File: src/rtl/frame_buf_sched_pkg.sv
// Shared constants for the camera frame-store double-buffer scheduler.
package frame_buf_sched_pkg;

    // Default geometry: 384x216 source, each pixel replicated 5x5 on screen.
    localparam int DEF_SRC_W  = 384;
    localparam int DEF_SRC_H  = 216;
    localparam int DEF_SCALE  = 5;
    localparam int DEF_ADDR_W = 18;

    // Words per bank. Bank 1 starts at this offset.
    localparam int FRAME_WORDS = DEF_SRC_W * DEF_SRC_H;

    // Scheduler state encoding.
    typedef logic [1:0] state_t;
    localparam state_t ST_FILL = 2'd0;   // first frame after reset; reader has nothing valid
    localparam state_t ST_RUN  = 2'd1;   // writer fills wbank, reader scans rbank
    localparam state_t ST_HOLD = 2'd2;   // wbank complete; waiting for the reader's start of frame

    // Width of a counter that holds 0..n-1. Always at least 1 bit.
    function automatic int cnt_w(input int n);
        return (n > 1) ? $clog2(n) : 1;
    endfunction

endpackage

File: src/rtl/frame_buf_sched_addr_gen.sv
// Integer-scaling read-address generator. It uses counters and adders only.
// Each source pixel is repeated SCALE times along a line, and each source
// line is repeated SCALE times.
import frame_buf_sched_pkg::*;

module scale_addr_gen #(
    parameter int SRC_W  = DEF_SRC_W,
    parameter int SRC_H  = DEF_SRC_H,
    parameter int SCALE  = DEF_SCALE,
    parameter int ADDR_W = DEF_ADDR_W
) (
    input  logic              i_clk,
    input  logic              i_rst,
    input  logic              i_vid_sof,
    input  logic              i_vid_en,
    input  logic [ADDR_W-1:0] i_rbase,
    output logic [ADDR_W-1:0] o_rd_addr,
    output logic              o_rd_valid
);

    localparam int XS_W = cnt_w(SCALE);
    localparam int XP_W = cnt_w(SRC_W);
    localparam int YP_W = cnt_w(SRC_H);

    localparam logic [XS_W-1:0] S_MAX  = XS_W'(SCALE - 1);
    localparam logic [XP_W-1:0] XP_MAX = XP_W'(SRC_W - 1);
    localparam logic [YP_W-1:0] YP_MAX = YP_W'(SRC_H - 1);

    logic [XS_W-1:0]   xs_q, xs_d, xs_e;
    logic [XP_W-1:0]   xp_q, xp_d, xp_e;
    logic [XS_W-1:0]   ys_q, ys_d, ys_e;
    logic [YP_W-1:0]   yp_q, yp_d, yp_e;
    logic [ADDR_W-1:0] lbase_q, lbase_d, lbase_e;
    logic [ADDR_W-1:0] rbase_q, rbase_d, rbase_e;
    logic [ADDR_W-1:0] addr_q, addr_d;
    logic              valid_q, valid_d;

    // Next-state logic. A start of frame zeroes the counters and picks up the new
    // base first. A pixel in that same cycle is then addressed at position 0.
    always_comb begin
        xs_e    = i_vid_sof ? '0 : xs_q;
        xp_e    = i_vid_sof ? '0 : xp_q;
        ys_e    = i_vid_sof ? '0 : ys_q;
        yp_e    = i_vid_sof ? '0 : yp_q;
        lbase_e = i_vid_sof ? '0 : lbase_q;
        rbase_e = i_vid_sof ? i_rbase : rbase_q;

        xs_d    = xs_e;
        xp_d    = xp_e;
        ys_d    = ys_e;
        yp_d    = yp_e;
        lbase_d = lbase_e;
        rbase_d = rbase_e;
        addr_d  = addr_q;
        valid_d = i_vid_en;

        if (i_vid_en) begin
            addr_d = rbase_e + lbase_e + ADDR_W'(xp_e);
            if (xs_e == S_MAX) begin
                xs_d = '0;
                if (xp_e == XP_MAX) begin
                    xp_d = '0;
                    if (ys_e == S_MAX) begin
                        ys_d = '0;
                        if (yp_e == YP_MAX) begin
                            yp_d    = '0;
                            lbase_d = '0;
                        end else begin
                            yp_d    = yp_e + 1'b1;
                            lbase_d = lbase_e + ADDR_W'(SRC_W);
                        end
                    end else begin
                        ys_d = ys_e + 1'b1;
                    end
                end else begin
                    xp_d = xp_e + 1'b1;
                end
            end else begin
                xs_d = xs_e + 1'b1;
            end
        end
    end

    // Counter and output registers.
    always_ff @(posedge i_clk or posedge i_rst) begin
        if (i_rst) begin
            xs_q    <= '0;
            xp_q    <= '0;
            ys_q    <= '0;
            yp_q    <= '0;
            lbase_q <= '0;
            rbase_q <= '0;
            addr_q  <= '0;
            valid_q <= 1'b0;
        end else begin
            xs_q    <= xs_d;
            xp_q    <= xp_d;
            ys_q    <= ys_d;
            yp_q    <= yp_d;
            lbase_q <= lbase_d;
            rbase_q <= rbase_d;
            addr_q  <= addr_d;
            valid_q <= valid_d;
        end
    end

    assign o_rd_addr  = addr_q;
    assign o_rd_valid = valid_q;

endmodule

File: src/rtl/frame_buf_sched.sv
// Double-buffer (ping-pong) scheduler between the capture writer and the VGA reader.
//
// state | meaning
// FILL  | first frame after reset; reader has no complete frame (display black)
// RUN   | writer fills wbank while reader scans rbank
// HOLD  | wbank complete; writer stalled until the next VGA start of frame
import frame_buf_sched_pkg::*;

module frame_buf_sched #(
    parameter int SRC_W  = DEF_SRC_W,
    parameter int SRC_H  = DEF_SRC_H,
    parameter int SCALE  = DEF_SCALE,
    parameter int ADDR_W = DEF_ADDR_W
) (
    input  logic              i_clk,
    input  logic              i_rst,
    input  logic              i_wr_frame_start,
    input  logic              i_wr_frame_done,
    output logic              o_wr_allow,
    output logic [ADDR_W-1:0] o_wr_base,
    input  logic              i_vid_sof,
    input  logic              i_vid_en,
    output logic [ADDR_W-1:0] o_rd_addr,
    output logic              o_rd_valid,
    output logic              o_rd_active,
    output logic [15:0]       o_skip_cnt,
    output logic              o_err
);

    localparam int BANK_WORDS = SRC_W * SRC_H;

    state_t            state_q, state_d;
    logic              wbank_q, wbank_d;
    logic [ADDR_W-1:0] wr_base_q, wr_base_d;
    logic              rd_active_q, rd_active_d;
    logic [15:0]       skip_cnt_q, skip_cnt_d;
    logic              err_q, err_d;
    logic              swap;
    logic [ADDR_W-1:0] rbase_next;

    function automatic logic [ADDR_W-1:0] bank_base(input logic bank);
        return bank ? ADDR_W'(BANK_WORDS) : '0;
    endfunction

    // Scheduler FSM, bank swap, skip counter and error flag.
    // rbase_next already includes a swap made in this cycle, so a start of frame
    // that causes a swap begins scanning from the bank just finished.
    always_comb begin
        state_d     = state_q;
        wbank_d     = wbank_q;
        rd_active_d = rd_active_q;
        skip_cnt_d  = skip_cnt_q;
        err_d       = err_q;
        swap        = 1'b0;

        case (state_q)
            ST_FILL: begin
                if (i_wr_frame_done) state_d = ST_HOLD;
            end
            ST_RUN: begin
                if (i_wr_frame_done) begin
                    if (i_vid_sof) swap = 1'b1;
                    else           state_d = ST_HOLD;
                end
            end
            ST_HOLD: begin
                if (i_vid_sof) begin
                    swap    = 1'b1;
                    state_d = ST_RUN;
                end
                if (i_wr_frame_start && (skip_cnt_q != 16'hFFFF))
                    skip_cnt_d = skip_cnt_q + 16'd1;
                if (i_wr_frame_done)
                    err_d = 1'b1;
            end
            default: state_d = ST_FILL;
        endcase

        if (swap) begin
            wbank_d     = ~wbank_q;
            rd_active_d = 1'b1;
        end

        wr_base_d  = bank_base(wbank_d);
        rbase_next = bank_base(~wbank_d);
    end

    // Scheduler registers.
    always_ff @(posedge i_clk or posedge i_rst) begin
        if (i_rst) begin
            state_q     <= ST_FILL;
            wbank_q     <= 1'b0;
            wr_base_q   <= '0;
            rd_active_q <= 1'b0;
            skip_cnt_q  <= '0;
            err_q       <= 1'b0;
        end else begin
            state_q     <= state_d;
            wbank_q     <= wbank_d;
            wr_base_q   <= wr_base_d;
            rd_active_q <= rd_active_d;
            skip_cnt_q  <= skip_cnt_d;
            err_q       <= err_d;
        end
    end

    scale_addr_gen #(
        .SRC_W  (SRC_W),
        .SRC_H  (SRC_H),
        .SCALE  (SCALE),
        .ADDR_W (ADDR_W)
    ) u_addr_gen (
        .i_clk      (i_clk),
        .i_rst      (i_rst),
        .i_vid_sof  (i_vid_sof),
        .i_vid_en   (i_vid_en),
        .i_rbase    (rbase_next),
        .o_rd_addr  (o_rd_addr),
        .o_rd_valid (o_rd_valid)
    );

    assign o_wr_allow  = (state_q != ST_HOLD);
    assign o_wr_base   = wr_base_q;
    assign o_rd_active = rd_active_q;
    assign o_skip_cnt  = skip_cnt_q;
    assign o_err       = err_q;

endmodule

File: config.mk
export PLATFORM = sky130hd
export DESIGN_NAME = frame_buf_sched
export DESIGN_NICKNAME = d
export VERILOG_FILES = /design/src/rtl/frame_buf_sched_pkg.sv /design/src/rtl/frame_buf_sched_addr_gen.sv /design/src/rtl/frame_buf_sched.sv
export SDC_FILE = /design/constraint.sdc
export NUM_CORES = 1
export LEC_CHECK = 0
export ABC_AREA = 0
export CAP_MARGIN = 20
export CORE_MARGIN = 3
export CORE_UTILIZATION = 45
export DETAILED_ROUTE_END_ITERATION = 10
export PLACE_DENSITY = 0.77
export SLEW_MARGIN = 10
export SYNTH_ARGS = -nofsm -noshare
export SYNTH_HDL_FRONTEND = slang
export SYNTH_SLANG_ARGS = --single-unit
File: constraint.sdc
create_clock -name i_clk -period 8 [get_ports i_clk]
set_clock_uncertainty 0.1 [all_clocks]
set_input_delay 1.2 -clock i_clk [delete_from_list [all_inputs] [get_ports i_clk]]
set_output_delay 1.2 -clock i_clk [all_outputs]
set_load 0.005 [all_outputs]
==> flow_summary.toml <==
[run_status]
run_status = "complete, no violations"

[global_routing]
antenna_found_initial = 0
grtUsageTotal_pct = 18.2
gr-total-overflow = 0
grt.met3_usage_pct = 4.62
busiest_layer = "met2"
globalRouteMet2Util_pct = 29.4
grt_pass1_vias = 4576
grt_util_met1_pct = 24.4
grt_pass1_wl_mm = 21.9
grt_max_degree = 81

[timing]
maxSlewViolCount = 0
max_freq_ghz = 0.185
timing.max_slew.rel_slack_pct = 48.4
finalSetupViolCount = 0
final_hold_viol_count = 0
fin_crit_sh_pct = 67.5
fin_tns_setup_ns = 0
period_needed_ns = 5.40
worst_pin_slew_ns = 0.773
rsz0062_at_grt = "no"
setup_ws_ns = 2.60

[clock_network]
holdBufCountCts = 0
clockRootBuffer = "clkbuf_16"
clkSinkCount = 99
cts_htree_levels = 3
clock_path_buffers = 2
clk_pin_slew_ns = 0.07
cts-resized-gates = 0
numCtsBuffers = 9
cts_setup_buffers = 0
tritoncts = "built"
clk_latency_ns = 0.35

[hold_path]
min_to = "o_err"
min_from = "o_err"
worstHoldPathCells = 1
hold_path.class = "flop to flop"

[layout]
postLayoutCellArea_mm2 = 0.00683
seq_area_mm2 = 0.00248
multiInputGateArea_mm2 = 0.00313
fillCellCount = 1075
fin_cells = 833
diodes = 0
drive_gt1_share_pct = 6.66
syn2layout_area_growth_pct = 14.5
utilization_pct = 53.4
nets = 709

[drt]
postRouteWirelength_mm = 12.7
dr.pass1.iters = 5
post_drt_wl_per_cell_um = 15.2
drt-initial-drc-count = 266
drt_drc_violations_left = 0
postRouteAntennaNets = 0
vias = 4625
vias_per_cell = 5.55

[logic_synthesis]
syn_area_mm2 = 0.00596
synthFlopType = "dfrtp_1"
syn_inst = 619
synth-edff-count = 0
ys_seq_area_share_pct = 41.6
syn_area_per_cell_um2 = 9.63
synth_seq_cells = 99
async_flop_share_pct = 100
yosysWarningCount = 0
synth_cell_types = 70

[place]
dpl.hpwl_mm = 8.91
globalplace.congestion = 0.902
dp_slack_ns = 2.42
io_buffers = 46
place_area_mm2 = 0.00649
placed_cells = 816

[power]
p_comb_share_pct = 19.2
power.share.switching_pct = 28.2
leakage_uw = 0.00329
peakVddDrop_uv = 194
p_per_area_mw_per_mm2 = 185
p_int_uw = 910
p_sw_uw = 356
power_frac_clock_pct = 35.7
seqPwrFrac_pct = 45.1

[floorplanning]
rows = 41
die_w_um = 121
io_pins = 62
dieHeight_um = 121
start_util_pct = 46.7
die_area_mm2 = 0.0147
core_area_mm2 = 0.0128

[critical_path]
reg2regPathDepth = 14
reg2reg_to = "u_addr_gen.o_rd_addr[15]"
r2r_start = "state_q[0]"
critical_path_class = "input port to flop"
cp-start-kind = "input port"
cp_max_fo = 52
crit_arrival_ns = 5.54
crit_required_ns = 8.14
ff2ff_setup_slack_ns = 4.07
end_kind = "flop"

[job]
cap_violations = 0
[power by group through the flow]
| stage | clock network [uW] | logic, uW | registers, uW |
|---|---|---|---|
| after floorplan | 0 | 147 | 576 |
| after global placement | 0 | 229 | 577 |
| after detailed placement | 0 | 240 | 581 |
| after CTS | 462 | 242 | 572 |
| after global routing | 482 | 273 | 576 |
| final | 451 | 243 | 571 |
[cell families (layout without fill, tap and decap cells)]
| family | after synthesis | count (layout) | synth area share, % |
|---|---|---|---|
| AND/OR/NAND/NOR | 234 | 234 | 21.7 |
| AO/OA/AOI/OAI | 111 | 111 | 12.3 |
| flip-flops | 99 | 99 | 41.6 |
| buffers and inverters | 86 | 114 | 6.78 |
| adder cells (fa/ha/maj) | 47 | 47 | 11.1 |
| XOR/XNOR | 30 | 30 | 4.41 |
| multiplexers | 11 | 11 | 1.99 |
| other | 1 | 15 | 0.0629 |
[metal layers]
metal,wire [um],vias to the layer above
li1,-,2195
met1,5700,2266
met2,6190,145
met3,648,19
met4,154,0
met5,0,-
[synth_stat cells (11+ instances only)]
| master | number | area, um2 |
|---|---|---|
| ha_1 | 37 | 463 |
| nor2_1 | 37 | 139 |
| inv_1 | 46 | 173 |
| dfrtp_1 | 99 | 2480 |
| xnor2_1 | 23 | 201 |
| clkbuf_1 | 14 | 52.6 |
| and3_1 | 11 | 68.8 |
| o21ai_0 | 34 | 170 |
| nand2_1 | 61 | 229 |
| nor2b_1 | 34 | 213 |
| nand3_1 | 23 | 115 |
| buf_4 | 18 | 135 |
| a21oi_1 | 20 | 100 |
[placed cells by master, fill, tap and decap left out, types with 10 or more instances in the layout]
cell	instances
clkdlybuf4s50_1	46
conb_1	15
ha_1	37
nor2b_1	34
inv_1	45
and3_1	11
nor2_1	37
dfrtp_1	99
nand2_1	61
a21oi_1	20
fa_1	10
xnor2_1	23
nand3_1	23
o21ai_0	34
[flip-flops by register name, indices dropped and copies added (netlist names)]
register and cells:
u_addr_gen.xp_q 9, state_q 2, u_addr_gen.o_rd_addr 18, o_wr_base 1, u_addr_gen.xs_q 3, o_skip_cnt 16
o_rd_active 1, u_addr_gen.o_rd_valid 1, u_addr_gen.ys_q 3, u_addr_gen.rbase_q 18, o_err 1, u_addr_gen.yp_q 8
u_addr_gen.lbase_q 18
[stage by stage]
| stage | hold slack (ns) | total power, uW |
|---|---|---|
| finish | 0.356 | 1270 |
| global route | 0.377 | 1330 |
| CTS | 0.360 | 1280 |
| detailed placement | 0.345 | 821 |
| global placement | 0.338 | 806 |
| floorplan | 0.348 | 723 |
[critical path: stages]
cell and delay (ns):
clkdlybuf4s50_1 0.41, buf_4 0.29, inv_1 0.64, nand2_1 0.23, fa_1 0.55, inv_1 0.04
ha_1 0.24, fa_1 0.43, a211oi_1 0.35, o21bai_1 0.18, o41ai_1 0.49, nand2_1 0.11
a311o_1 0.36
[layout make-up]
class	count	area share [%]
Clock buffer	9	3.30
Clock inverter	7	1.17
Inverter	47	2.62
Multi-Input combinational cell	448	45.9
Sequential cell	99	36.3
Tap cell	172	3.15
Timing Repair Buffer	51	7.59
[worst max-delay path by stage]
| stage | from | endpoint | slack (ns) | cells after the start |
|---|---|---|---|---|
| 2_1_floorplan | i_vid_sof | u_addr_gen.o_rd_addr[15] | 3.53 | 14 |
| 3_3_place_gp | i_vid_sof | u_addr_gen.o_rd_addr[15] | 2.52 | 13 |
| 3_5_place_dp | i_vid_sof | u_addr_gen.o_rd_addr[15] | 2.42 | 13 |
| 4_1_cts | i_vid_sof | u_addr_gen.o_rd_addr[15] | 2.64 | 13 |
| 5_1_grt | i_vid_sof | u_addr_gen.o_rd_addr[15] | 2.40 | 13 |
| 6_report | i_vid_sof | u_addr_gen.o_rd_addr[15] | 2.60 | 13 |
No activity file was read; power rests on OpenSTA's default activity.
